**config.mk**
```make
export PLATFORM = sky130hd
export DESIGN_NAME = key_schedule_reg
export DESIGN_NICKNAME = d
export VERILOG_FILES = /design/src/rtl/key_schedule_pkg.sv /design/src/rtl/key_split.sv /design/src/rtl/key_schedule_reg.sv
export SDC_FILE = /design/constraint.sdc
export NUM_CORES = 1
export LEC_CHECK = 0
export ABC_AREA = 1
export BUFFER_PORTS_ARGS = -buffer_cell sky130_fd_sc_hd__buf_2
export CORE_MARGIN = 5
export CORE_UTILIZATION = 47
export CTS_CLUSTER_DIAMETER = 80
export CTS_CLUSTER_SIZE = 12
export DETAILED_ROUTE_END_ITERATION = 8
export PLACE_DENSITY = 0.76
export SLEW_MARGIN = 20
export SYNTH_ARGS = -nofsm -noshare
export SYNTH_HDL_FRONTEND = slang
export SYNTH_SLANG_ARGS = --single-unit
export TNS_END_PERCENT = 30
```
**constraint.sdc**
```tcl
create_clock -name CLK -period 1.3 [get_ports CLK]
set_clock_uncertainty 0.15 [all_clocks]
set_input_delay 0 -clock CLK [delete_from_list [all_inputs] [get_ports CLK]]
set_output_delay 0 -clock CLK [all_outputs]
set_load 0.005 [all_outputs]
```
**src/rtl/key_schedule_pkg.sv**
```systemverilog
// Shared constants and types for the key schedule front end.
//   KEY_W     : master key width (only 32 is supported)
//   SUB_W     : subkey width, KEY_W/4
//   NIB_SHIFT : offset applied to the byte split when the key has even parity
//   subkeys_t : the four subkeys packed so that k0 is the least significant byte
package key_schedule_pkg;

  localparam int unsigned KEY_W     = 32;
  localparam int unsigned SUB_W     = 8;
  localparam int unsigned NIB_SHIFT = 4;

  typedef struct packed {
    logic [SUB_W-1:0] k3;
    logic [SUB_W-1:0] k2;
    logic [SUB_W-1:0] k1;
    logic [SUB_W-1:0] k0;
  } subkeys_t;

endpackage

```
**src/rtl/key_split.sv**
```systemverilog
// Combinational subkey derivation. Pure bit selection; every key bit lands
// in exactly one subkey bit.
// Ports:
//   k_i       [31:0]  master key
//   subkeys_o         derived subkeys k3..k0
//   parity_o          XOR-reduction of k_i (1 = odd number of ones)
// Odd parity selects the plain byte split; even parity selects the split
// shifted up by one nibble, with k3 built from the top and bottom nibbles.
module key_split
  import key_schedule_pkg::*;
(
  input  logic [KEY_W-1:0] k_i,
  output subkeys_t         subkeys_o,
  output logic             parity_o
);

  always_comb begin
    parity_o  = ^k_i;
    subkeys_o = '0;
    if (parity_o) begin
      subkeys_o.k0 = k_i[0*SUB_W +: SUB_W];
      subkeys_o.k1 = k_i[1*SUB_W +: SUB_W];
      subkeys_o.k2 = k_i[2*SUB_W +: SUB_W];
      subkeys_o.k3 = k_i[3*SUB_W +: SUB_W];
    end else begin
      subkeys_o.k0 = k_i[0*SUB_W + NIB_SHIFT +: SUB_W];
      subkeys_o.k1 = k_i[1*SUB_W + NIB_SHIFT +: SUB_W];
      subkeys_o.k2 = k_i[2*SUB_W + NIB_SHIFT +: SUB_W];
      // Not a rotate: the top nibble stays on top, the bottom nibble wraps below it.
      subkeys_o.k3 = {k_i[KEY_W-1 -: NIB_SHIFT], k_i[NIB_SHIFT-1:0]};
    end
  end

endmodule

```
**src/rtl/key_schedule_reg.sv**
```systemverilog
// Round subkey generator: derives K0..K3 from master key K and registers
// them with a valid flag (one cycle latency, one key per cycle, no stall).
// Ports:
//   CLK        clock, rising edge
//   RST        synchronous active-high reset (priority over K_VALID)
//   K [31:0]   master key, qualified by K_VALID
//   K_VALID    K is valid this cycle
//   K0..K3     registered subkeys; hold when no key is loaded
//   SUB_VALID  K0..K3 were loaded from a qualified key on the last edge
//   KPAR       registered key parity (only with KEY_SCHEDULE_PARITY_OUT_EN)
// Build option: define KEY_SCHEDULE_PARITY_OUT_EN to add the KPAR output.
module key_schedule_reg #(
  parameter int unsigned KEY_W = 32,
  parameter int unsigned SUB_W = 8
) (
  input  logic             CLK,
  input  logic             RST,
  input  logic [KEY_W-1:0] K,
  input  logic             K_VALID,
  output logic [SUB_W-1:0] K0,
  output logic [SUB_W-1:0] K1,
  output logic [SUB_W-1:0] K2,
  output logic [SUB_W-1:0] K3,
`ifdef KEY_SCHEDULE_PARITY_OUT_EN
  output logic             KPAR,
`endif
  output logic             SUB_VALID
);

  import key_schedule_pkg::*;

  if (KEY_W != key_schedule_pkg::KEY_W || SUB_W != key_schedule_pkg::SUB_W) begin : g_bad_cfg
    $error("key_schedule_reg supports only KEY_W=32, SUB_W=8");
  end

  subkeys_t derived;
  logic     key_par;

  key_split u_key_split (
    .k_i       (K),
    .subkeys_o (derived),
    .parity_o  (key_par)
  );

  subkeys_t sub_d, sub_q;
  logic     valid_d, valid_q;

  // Hold path selects the register, so an undriven K while idle never
  // reaches the outputs.
  always_comb begin
    sub_d   = sub_q;
    valid_d = 1'b0;
    if (K_VALID) begin
      sub_d   = derived;
      valid_d = 1'b1;
    end
  end

  always_ff @(posedge CLK) begin
    if (RST) begin
      sub_q   <= '0;
      valid_q <= 1'b0;
    end else begin
      sub_q   <= sub_d;
      valid_q <= valid_d;
    end
  end

`ifdef KEY_SCHEDULE_PARITY_OUT_EN
  logic par_d, par_q;

  always_comb begin
    par_d = par_q;
    if (K_VALID) begin
      par_d = key_par;
    end
  end

  always_ff @(posedge CLK) begin
    if (RST) begin
      par_q <= 1'b0;
    end else begin
      par_q <= par_d;
    end
  end

  assign KPAR = par_q;
`else
  logic unused_par;
  assign unused_par = key_par;
`endif

  assign K0        = sub_q.k0;
  assign K1        = sub_q.k1;
  assign K2        = sub_q.k2;
  assign K3        = sub_q.k3;
  assign SUB_VALID = valid_q;

endmodule

```
### After elaboration in Yosys (flattened, before gate mapping)

Index checks and enable logic that the tools add are counted.

* logic and storage cells: 8
* output and inout bits: 33
* bits of input ports: 35
* register bits: 33

* reductions and logical operators: 1
* multiplexer cells: 2

Operators by type and width (count)
* 32-bit parity: 1
* 28-bit 2-to-1 mux: 1
* 1-bit 2-to-1 mux: 1

### Depth between registers and ports, before layout

* word-level depth: 2
* depth in mapped cells: 15
* gate-level depth less buffers: 14

### Hierarchy

From an unflattened synthesis, not the netlist that was laid out.

* cells, all modules: 520
* area, all modules: 2696.3 um2

By module, submodules not included
* key_schedule_reg: seq. area each 660.6 um2, cells an instance 206, times used 1, area an instance 1352.5 um2
* key_split: seq. area each 0.0 um2, cells an instance 314, times used 1, area an instance 1343.8 um2

### Least setup slack after synthesis

OpenSTA, ideal clock, no wires.

* kind: input to register
* start point: in K[9]
* end point: reg sub_q, in the netlist K0[6]
* setup slack: -69 ps
* path buffers: 1
* arrival time: 1087 ps
* stages on the path: 15
* cells stage by stage: inv_1 -> nand2_1 -> nand2_1 -> inv_1 -> nand2_1 -> nand2_1 -> nand2_1 -> nand2_1 -> nand2_1 -> nand2_2 -> nand2_4 -> buf_4 -> nand3_1 -> nand3_1 -> a21oi_1

* longest elaborated chain between the ends: 2

Ends and longest elaborated chain
* from (decl): RTL line key_schedule_reg.sv:18 `input logic [KEY_W-1:0] K,`
* 32-bit parity: RTL line key_split.sv:18 `parity_o = ^k_i;`
* 28-bit 2-to-1 mux: RTL line key_split.sv:20 `if (parity_o) begin`
* to (signal assigned): RTL line key_schedule_reg.sv:64 `sub_q <= sub_d;`
* to (decl): RTL line key_schedule_reg.sv:45 `subkeys_t sub_d, sub_q;`

No other way between the ends.
A chain may end at the register's enable or synchronous reset.

### Worst setup path after layout

* start point: in K[19]
* end point: reg sub_q, in the netlist K3[3]

The elaborated chain is that of the path after synthesis.

==> impl_metrics.env <==
export IMPL_clk_pin_slew_worst_paths_ns=0.07
export IMPL_postPlaceCellArea_um2=3060
export IMPL_hold_end="K2[4]"
export IMPL_synth_nets=455
export IMPL_crit_path_start_kind="input port"
export IMPL_hp_class="input port to flip-flop"
export IMPL_period_share_pct=130
export IMPL_synthFlopType="dfxtp_1"
export IMPL_setup_ws_ns=-0.391
export IMPL_slew_violations=0
export IMPL_ys_ff_latch=33
export IMPL_cp_max_fo=8
export IMPL_reg2regPathDepth=2
export IMPL_synth_top_cell_area_share_pct=28.7
export IMPL_root_buffer="clkbuf_8"
export IMPL_netlist_instances=420
export IMPL_area_growth_syn_to_layout_pct=87.9
export IMPL_p_per_area_nw_per_um2=917
export IMPL_avgRoutedWirePerCell_um=21.1
export IMPL_violations="setup timing"
export IMPL_antenna_left=0
export IMPL_io_pins=68
export IMPL_rsz0062_at_grt="yes"
export IMPL_synth_area_leader_cell="nand2_1"
export IMPL_synth_cell_types=17
export IMPL_drt_total_wl_mm=12.9
export IMPL_worstHoldStart="K[24]"
export IMPL_setup_viol_count_final=28
export IMPL_grt_pass1_vias=2817
export IMPL_initial_core_util_pct=47.7
export IMPL_synth_common_cells="184 x nand2_1, 86 x nand3_1, 33 x dfxtp_1"
export IMPL_timing_fmax_mhz=591
export IMPL_synth_edf_count=0
export IMPL_power_leakage_nw=2.29
export IMPL_path_class="input port to flip-flop"
export IMPL_synth_area_leaders="nand2_1 29%, dfxtp_1 27%, nand3_1 18%, a21oi_1 5.8%, inv_1 5.0%"
export IMPL_clk_latency_ns=0.29
export IMPL_synth_cell_area_um2=2400
export IMPL_dr_pass1_iters=7
export IMPL_seq_area_frac_synth_pct=27.5
export IMPL_core_area_um2=5040
export IMPL_status="finished with violations"
export IMPL_yosysMostFrequentCell="nand2_1"
export IMPL_die_area_um2=6650
export IMPL_cp_required_ns=1.36
export IMPL_hold_path_depth=6
export IMPL_antenna_found_initial=0
export IMPL_avgSynthCellArea_um2=5.73
export IMPL_worstMarginPinSlew_ns=0.422
export IMPL_dp_hpwl_mm=5.30
export IMPL_fin_area_um2=4520
export IMPL_htreeDepth=2
export IMPL_diodes=0
export IMPL_die_h_um=81.5
export IMPL_dp_slack_ns=-0.405
export IMPL_r2r_start="K0[0]"
export IMPL_cts_buffer_depth=2
export IMPL_arrival_ns=1.75
export IMPL_grt_use_total_pct=23.7
export IMPL_io_buffers=67
export IMPL_post_route_min_period_ns=1.69
export IMPL_cts_sinks=33
export IMPL_end_kind="flip-flop"
export IMPL_drive_above_1_share_pct=62.1
export IMPL_overflow=0
export IMPL_drc=0
export IMPL_rrSetupSlack_ns=0.45
export IMPL_synthArstFlopShare_pct=0
export IMPL_rows=26
export IMPL_r2r_end="K0[0]"
export IMPL_cts_tree="yes"
export IMPL_hold_viol_final=0
export IMPL_die_w_um=81.5
export IMPL_grt_first_pass_wirelength_mm=12.5
export IMPL_via_per_inst=6.22
export IMPL_numCtsBuffers=5
export IMPL_relSlewSlack_pct=71.8
export IMPL_ys_warn_count=0
export IMPL_fill_cells=214
export IMPL_first_iter_violations=539
export IMPL_route_vias_total=3802
export IMPL_vdd_drop_max_mv=1.03
export IMPL_gp_congestion=0.909
export IMPL_maxCapViolCount=0
export IMPL_grt_max_degree=35
export IMPL_nets=575
-- sequential cells by signal (all words and copies together) (netlist names) --
signal and flops:
K0 8, K1 8, K2 8, K3 8, SUB_VALID 1
-- cell type report --
cell class	instances	area, um^2	share of cell area (%)
tap	70	87.6	1.94
timing repair buffer	121	1040	23.0
inverter	40	220	4.87
multi-input combinational	339	2430	53.8
sequential	33	661	14.6
clock buffer	6	72.6	1.61
clock inverter	2	10.0	0.221
-- routing by layer --
layer / global-route usage [%] / vias up / part of all wire, %
met2: 42.5 / 345 / 47
met4: 8.95 / 0 / 9.4
met1: 28.1 / 1720 / 34
met5: 0 / - / 0
met3: 4.06 / 148 / 9.6
li1: - / 1589 / -
-- worst max-delay path: stages --
cell and delay [ns]:
buf_6 0.11, inv_8 0.03, nand2_2 0.05, nand2_1 0.08, nand2_1 0.12, nand2_1 0.10
nand2_1 0.09, nand2_2 0.08, nand2_4 0.10, inv_2 0.06, nor2_4 0.12, buf_12 0.23
nand2_8 0.11, nand3_1 0.14, nand3_2 0.14, a21oi_1 0.18
-- logic make-up (layout without fill, tap and decap cells) --
logic type / after synthesis / after routing / synth area share, %
flip-flops: 33 / 33 / 27.5
AO/OA/AOI/OAI: 32 / 32 / 7.08
buffers and inverters: 59 / 169 / 11.6
AND/OR/NAND/NOR: 291 / 302 / 52.1
XOR/XNOR: 5 / 5 / 1.82
-- metrics by stage --
stage	util, %	total power [mW]	setup TNS (ns)	hold WS [ns]	std cells
after floorplan	-	1.87	-0.155	-0.00518	420
after global placement	60.7	2.18	-8.77	0.117	572
after detailed placement	60.7	2.21	-10.26	0.132	572
after CTS	69.4	3.27	-0.377	0.000710	592
after global routing	89.6	4.29	-9.56	0.0767	611
final	89.6	4.14	-7.41	0.0591	611
-- how the worst max path moves through the flow --
stage	startpoint	endpoint	slack, ns
finish	K[19]	K3[3]	-0.39
global route	K[19]	K3[3]	-0.54
CTS	K[30]	K1[3]	-0.03
detailed placement	K[30]	K3[0]	-0.40
global placement	K[30]	K3[0]	-0.35
floorplan	K[31]	K2[5]	-0.01
-- power breakdown --
part	internal, mW	total, mW	leakage [nW]	switching, mW
Combinational	0.878	2.26	1.98	1.38
Sequential	1.09	1.13	0.271	0.0435
Clock	0.371	0.757	0.0450	0.386
-- cells in the final DEF (no fill, tap or decap), drive strengths merged --
cell type | synthesis | final
a211oi | 4 | 4
a21oi | 28 | 28
buf | 11 | 115
clkbuf | 8 | 7
clkinv | 0 | 2
dfxtp | 33 | 33
dlygate4sd3 | 0 | 5
inv | 40 | 40
nand2 | 194 | 205
nand3 | 86 | 86
nor2 | 11 | 11
xnor2 | 3 | 3
xor2 | 2 | 2
-- timing repair --
| action | CTS | global route |
|---|---|---|
| buffers inserted | 3 | 12 |
| hold buffers | 4 | 1 |
| resized for setup | 46 | 211 |
| gates cloned | 5 | 6 |
| pin swaps | 18 | 111 |
| endpoints found under the hold margin | 4 | 1 |
| setup endpoints to repair | 28 | 28 |
(Power assumes the default switching activity.)
